==> src/rtl/shift_pkg.sv <==
// shift_pkg: shift mode and sequencer state encodings shared by the shift datapaths
package shift_pkg;
  localparam logic [1:0] SHR_LOGIC = 2'b00;
  localparam logic [1:0] SHR_ARITH = 2'b01;
  localparam logic [1:0] SHR_ROT   = 2'b10;
  typedef enum logic [1:0] {
    IDLE  = 2'b00,
    SHIFT = 2'b01,
    DONE  = 2'b10
  } state_t;
endpackage

==> src/rtl/seq_shift_right_if.sv <==
// seq_shift_right_if: start/busy/done request bus between control unit and right shifter
interface seq_shift_right_if #(parameter int W = 16);
  localparam int SW = $clog2(W);
  logic          start;
  logic [1:0]    mode;
  logic [W-1:0]  data_in;
  logic [SW-1:0] shamt;
  logic          busy;
  logic          done;
  logic [W-1:0]  result;
  modport master (output start, mode, data_in, shamt, input busy, done, result);
  modport slave (input start, mode, data_in, shamt, output busy, done, result);
endinterface

==> src/rtl/shift_right_1.sv <==
// shift_right_1: single-step right shift; rotate only exists when SHR_ROTATE_EN is defined
module shift_right_1
  import shift_pkg::*;
#(parameter int W = 16) (
  input  logic [W-1:0] value,
  input  logic [1:0]   mode,
  output logic [W-1:0] shifted
);
`ifdef SHR_ROTATE_EN
  always_comb shifted = (mode == SHR_ARITH) ? {value[W-1], value[W-1:1]} :
                        (mode == SHR_ROT)   ? {value[0], value[W-1:1]} : value >> 1;
`else
  always_comb shifted = (mode == SHR_ARITH) ? {value[W-1], value[W-1:1]} : value >> 1;
`endif
endmodule

==> src/rtl/seq_shift_right.sv <==
// seq_shift_right: multi-cycle right shifter, one bit per clock (rotate via SHR_ROTATE_EN)
module seq_shift_right
  import shift_pkg::*;
#(parameter int W = 16) (
  input logic clk,
  input logic rst,
  seq_shift_right_if.slave bus
);
  localparam int SW = $clog2(W);
  state_t        state, state_n;
  logic [W-1:0]  result, stepped;
  logic [SW-1:0] count;
  logic [1:0]    mode_q;
  logic          accept;
  shift_right_1 #(.W(W)) u_step (.value(result), .mode(mode_q), .shifted(stepped));
  // DONE is as ready as IDLE, which is what makes back-to-back starts possible
  always_comb begin
    accept  = bus.start && (state != SHIFT);
    state_n = (state == SHIFT) ? ((count == SW'(1)) ? DONE : SHIFT) :
              accept ? ((bus.shamt != '0) ? SHIFT : DONE) : IDLE;
  end
  always_ff @(posedge clk) begin
    if (rst) begin
      state  <= IDLE;
      result <= '0;
      count  <= '0;
      mode_q <= SHR_LOGIC;
    end else begin
      state <= state_n;
      if (accept) begin
        result <= bus.data_in;
        count  <= bus.shamt;
        mode_q <= bus.mode;
      end else if (state == SHIFT) begin
        result <= stepped;
        count  <= count - SW'(1);
      end
    end
  end
  assign bus.busy   = (state == SHIFT);
  assign bus.done   = (state == DONE);
  assign bus.result = result;
endmodule

==> src/flat_wrapper.sv <==
// flat-port wrapper written by rule: the top's interface ports become plain ports
module seq_shift_right_flat import shift_pkg::*;
#(parameter int W = 16)
  (clk, rst, bus_start, bus_mode, bus_data_in, bus_shamt, bus_busy, bus_done, bus_result);
  seq_shift_right_if #(.W(W)) bus_i ();
  input logic clk;
  input logic rst;
  input wire logic [$bits(bus_i.start)-1:0] bus_start;
  input wire logic [$bits(bus_i.mode)-1:0] bus_mode;
  input wire logic [$bits(bus_i.data_in)-1:0] bus_data_in;
  input wire logic [$bits(bus_i.shamt)-1:0] bus_shamt;
  output wire logic [$bits(bus_i.busy)-1:0] bus_busy;
  output wire logic [$bits(bus_i.done)-1:0] bus_done;
  output wire logic [$bits(bus_i.result)-1:0] bus_result;
  assign bus_i.start = bus_start;
  assign bus_i.mode = bus_mode;
  assign bus_i.data_in = bus_data_in;
  assign bus_i.shamt = bus_shamt;
  assign bus_busy = bus_i.busy;
  assign bus_done = bus_i.done;
  assign bus_result = bus_i.result;
  seq_shift_right #(.W(W)) u_core (.clk(clk), .rst(rst), .bus(bus_i));
endmodule
==> config.mk <==
export PLATFORM = sky130hd
export DESIGN_NAME = seq_shift_right_flat
export DESIGN_NICKNAME = d
export VERILOG_FILES = /design/src/rtl/shift_pkg.sv /design/src/rtl/seq_shift_right_if.sv /design/src/rtl/shift_right_1.sv /design/src/rtl/seq_shift_right.sv /design/src/flat_wrapper.sv
export SDC_FILE = /design/constraint.sdc
export NUM_CORES = 1
export LEC_CHECK = 0
export ABC_AREA = 1
export ABC_CLOCK_PERIOD_IN_PS = 2000
export CAP_MARGIN = 20
export CORE_ASPECT_RATIO = 0.9
export CORE_MARGIN = 1
export CORE_UTILIZATION = 45
export CTS_BUF_LIST = sky130_fd_sc_hd__clkbuf_16
export CTS_CLUSTER_DIAMETER = 40
export DETAILED_ROUTE_END_ITERATION = 8
export PLACE_DENSITY = 0.81
export SYNTH_ARGS = -nofsm -noshare
export SYNTH_HDL_FRONTEND = slang
export SYNTH_SLANG_ARGS = --single-unit
==> constraint.sdc <==
create_clock -name clk -period 2 [get_ports clk]
set_input_delay 0.3 -clock clk [delete_from_list [all_inputs] [get_ports clk]]
set_output_delay 0.3 -clock clk [all_outputs]
set_load 0.1 [all_outputs]
* After elaboration in Yosys (flattened, before gate mapping) *
Index checks and enable logic that the tools add are counted.

word-level totals
  register bits = 24
  bits in latches = 0
  memory bits (writable) = 0
  ROM bits = 0
  word-level logic and storage cells = 25
  memories kept = 0

cells by class
  $add $sub $neg = 1
  $mul = 0
  divide/modulo/power cells = 0
  magnitude comparators = 0
  eq/ne operators = 6
  shift operators = 0
  muxes and demuxes = 9
  bitwise gates (word level) = 0
  reduce and logical (&&, ||, !) cells = 4

operators by type and width
  cell                   number
  $mux W16               3
  $mux W2                4
  $mux W4                2
  $eq A2 B1 Y1 const B   2
  $eq A4 B1 Y1 const B   1
  $ne A2 B1 Y1 const B   2
  $reduce_bool A4 Y1     1
  $sub A4 B1 Y4 const B  1
  $eq A2 B2 Y1 const B   1
  $reduce_and A2 Y1      1
  $reduce_bool A2 Y1     1
  $logic_and A1 B1 Y1    1

* Longest topological paths before layout *
  word-level depth = 4
  gate-level depth with buffers = 8

* Hierarchy *
A second synthesis with hierarchy kept.

second synthesis, totals
  cell total of the unflattened synthesis = 171
  area total of the unflattened synthesis = 1290.0 µm²

by module, submodules not included
  module           instances  cells an instance  area each (µm²)  seq. area each (µm²)
  seq_shift_right  1          154                1167.4           480.5
  shift_right_1    1          17                 122.6            0.0

* Worst setup path before layout *
Ideal clock, no wire load.

  kind = reg-to-output
  start = register u_core.state[1]
  end = output bus_done
  data arrival time = 1669 ps
  required time = 1700 ps
  setup slack = 31 ps
  cell stages (with the launch flop) = 3
  path buffers = 0
  cell sequence = dfxtp_1 > inv_1 > nor2_1

on the way
  cells in the longest elaborated chain, start to end = 1

RTL lines
  what                      line                   RTL
  start: declaration        seq_shift_right.sv:10  state_t state, state_n;
  start signal: assignment  seq_shift_right.sv:29  state <= state_n;
  $eq A2 B2 Y1              seq_shift_right.sv:41  assign bus.done = (state == DONE);
  end: declaration          flat_wrapper.sv:13     output wire logic [$bits(bus_i.done)-1:0] bus_done;

No other way between the ends.

* Worst setup path in the final report *
  start = register u_core.state[0]
  end = output bus_busy

on the way
  cells in the longest elaborated chain, start to end = 1

RTL lines
  what              line                   RTL
  $eq A2 B1 Y1      seq_shift_right.sv:40  assign bus.busy = (state == SHIFT);
  end: declaration  flat_wrapper.sv:12     output wire logic [$bits(bus_i.busy)-1:0] bus_busy;

No other way between the ends.

==> results.tsv <==
stage	metric	value	unit
synthesis	Yosys reg bits	24	
min_path	Worst Hold End	u_core.mode_q[0]	
synthesis	synthesized cell area	1180	um^2
die	die area	2830	um^2
pwr	sw frac	0.361	
detailed_routing	Avg WL per Cell	10.8	um
pwr	pwr/cell area	877	nW/um^2
synthesis	Simple-Gate Fraction of Synth Area	0.392	
min_path	worst hold path type	reg2reg	
synthesis	Async SR Flop Fraction	0	
pwr	switching pwr	528	uW
run	Max Cap Viol	0	
clock_network	htree depth	1	
detailed_routing	Pre-antenna DRT Iters	4	
die	I/O pin total	43	
setup_path	Setup CP Type	reg2out	
timing	Fmax	0.635	GHz
synthesis	Synth area leader	dfxtp_1	
clock_network	CTS root buffer	clkbuf_16	
die	row cnt	17	
timing	setup_tns	0	ns
final_layout	area grow syn2layout	41.4	%
setup_path	crit path DAT	1.28	ns
pwr	Pleak	0.000882	uW
setup_path	critical path data required time	1.70	ns
setup_path	CP max FO	15	
pwr	Worst VDD drop	0.873	mV
setup_path	nature of the critical path endpoint	primary output	
setup_path	crit-path cells	inv_2 -> nor2_4 -> buf_12	
clock_network	setup bufs post-CTS	0	
pwr	combinational share of power	0.327	
timing	Final min period	1.58	ns
setup_path	reg2reg path depth	8	
die	core area	2470	um^2
synthesis	Primary FF master, synth	dfxtp_1	
synthesis	sequential cell area fraction in the yosys report	0.408	
detailed_routing	number of vias per cell	4.75	
setup_path	Largest delay share family, worst path	flip-flops	
synthesis	Post-synth EDFFs	0	
clock_network	Longest Clk Path Bufs	2	
synthesis	Synth Area in XOR/XNOR	0.00744	
place	Detail Placement HPWL	2010	um
global_route	Overflow after GRT	0	
setup_path	CP max stage cell	dfxtp_1	
synthesis	Synth Area in Compound Gates	0.0510	
timing	Worst-Margin Slew	0.463	ns
global_route	largest net degree at the start of global routing	20	
pwr	sequential share of power	0.377	
global_route	overall routing resource usage	0.207	
clock_network	clock slew at reported path FFs	0.06	ns
pwr	Int Pwr	932	uW
synthesis	Syn Area/Cell	6.40	um^2
pwr	Clock power frac	0.296	
detailed_routing	Routed WL	2770	um
setup_path	worst reg2reg startpoint	u_core.state[0]	
timing	Slew Viols, Final	0	
clock_network	post-cts resize count	0	
clock_network	Clock Latency Late Sink	0.25	ns
global_route	vias in the first global route	1050	
synthesis	syn_nets	211	
final_layout	fill count	224	
final_layout	share of cells above drive strength 1	0.128	
detailed_routing	DRC	0	
final_layout	count of nets after finishing	255	
synthesis	Yosys cell types	16	
timing	final clock period utilization by the worst path	0.788	
synthesis	Synth area leaders	dfxtp_1 (41%), nand2_1 (26%), nand3_1 (7.7%)	
synthesis	Yosys top cell area share	0.408	
synthesis	Cells after Synth	184	
synthesis	multiplexer share of the synthesized area	0	
synthesis	synth cell count leaders	nand2_1 (81), dfxtp_1 (24), inv_1 (24)	
detailed_routing	Iter 0 DRT Violations	28	
setup_path	max incr delay on CP	0.37	ns
synthesis	number of synthesis warnings	0	
clock_network	Sink Count	24	
timing	Min Hold Slack	0.457	ns
global_route	initial antenna violation count	0	
die	Starting Density	0.477	
setup_path	reg2reg end	u_core.count[1]	
final_layout	antenna diode count	0	
setup_path	CP bufs+invs	2	
timing	RSZ-0062 raised after global routing	no	
timing	clock skew	0.00102	ns
timing	Final setup viols	0	
synthesis	cell with the most instances after synthesis	nand2_1	
min_path	Hold Crit Start	u_core.mode_q[0]	
global_route	global-route wire length before repair	4550	um
clock_network	TritonCTS buffer count	3	
die	die height	50.5	um
clock_network	CTS Hold Buffers Added	0	
synthesis	largest family of logic cells by synthesized area	simple AND/OR/NAND/NOR gates	
detailed_routing	detailed-route via count	1212	
clock_network	TritonCTS clock tree	done	
setup_path	crit start category	flop	
die	Die W	55.9	um
place	Port Buffer Count	42	
status	status	finished clean	
place	GP Congestion	0.804	
timing	Final Hold Viols	0	
synthesis	Synth Area in Adders	0.0213	
setup_path	flop2flop setup slack	0.54	ns
timing	slew margin rel.	0.691	
detailed_routing	post-route ant nets	0	
min_path	hold path depth	2	
[power groups by stage]
stage	sequential (uW)	clock, uW	combinational (uW)
after global placement	558	0	468
final	551	432	477
after CTS	551	439	479
after floorplan	726	0	178
after detailed placement	561	0	477
after global routing	557	464	511
[tightest hold or removal path, cell delays in order, from the launching register on]
cell	delay (ns)
dfxtp_1	0.29
inv_1	0.06
a21oi_1	0.06
[state kept, by name, summed over array words and instances (netlist names)]
register and cells:
u_core.bus.result 16, u_core.count 4, u_core.mode_q 2, u_core.state 2
[cell usage in the layout (no fill, tap or decap)]
cell             count
buf_4               21
a21oi_1              4
nor2_4               2
nand2_1             81
nor2_1              12
xor2_1               1
o21ai_0              5
nand3_1             18
buf_12               1
o211ai_1             2
inv_1               24
inv_2                2
ha_1                 2
dfxtp_1             24
clkdlybuf4s50_1     24
clkbuf_16            3
clkinv_1             1
[per-stage QoR]
| step | setup slack [ns] | std cells | power, uW | cell area [um^2] | util |
|---|---|---|---|---|---|
| 2_1_floorplan | 0.0315 | 184 | 904 | 1180 | - |
| 4_1_cts | 0.414 | 255 | 1470 | 1670 | 0.675 |
| 3_3_place_gp | 0.386 | 251 | 1030 | 1590 | 0.643 |
| 5_1_grt | 0.347 | 255 | 1530 | 1670 | 0.675 |
| 3_5_place_dp | 0.328 | 251 | 1040 | 1590 | 0.643 |
| 6_report | 0.425 | 255 | 1460 | 1670 | 0.675 |
[worst max path at each step]
stage | slack (ns) | from | cells after the start | endpoint
2_1_floorplan | 0.03 | u_core.state[1] | 2 | bus_done
3_3_place_gp | 0.39 | bus_start | 7 | u_core.count[0]
3_5_place_dp | 0.33 | bus_start | 7 | u_core.count[0]
4_1_cts | 0.41 | u_core.state[0] | 3 | bus_busy
5_1_grt | 0.35 | u_core.state[0] | 3 | bus_busy
6_report | 0.42 | u_core.state[0] | 3 | bus_busy
[cell type report]
type / instances / area [um^2] / area share
repair buffers: 46 / 418 / 0.251
inverters: 26 / 97.6 / 0.0586
clock inverters: 1 / 3.75 / 0.00225
well taps: 28 / 35.0 / 0.0210
multi-input cells: 127 / 556 / 0.334
clock buffers: 3 / 75.1 / 0.0451
flip-flops and latches: 24 / 480 / 0.289
[layer usage]
metal,vias up,share of wire,GRT usage
met1,536,0.44,0.247
li1,638,-,-
met2,36,0.49,0.369
met3,2,0.065,0.0670
met5,-,0,0
met4,0,0.0069,0.0366
[logic make-up after synthesis]
logic type / after synthesis
XOR/XNOR: 1
buffers and inverters: 33
adder cells (fa/ha/maj): 2
AO/OA/AOI/OAI: 11
AND/OR/NAND/NOR: 113
flip-flops: 24
Power figures use the tool's default switching activity.
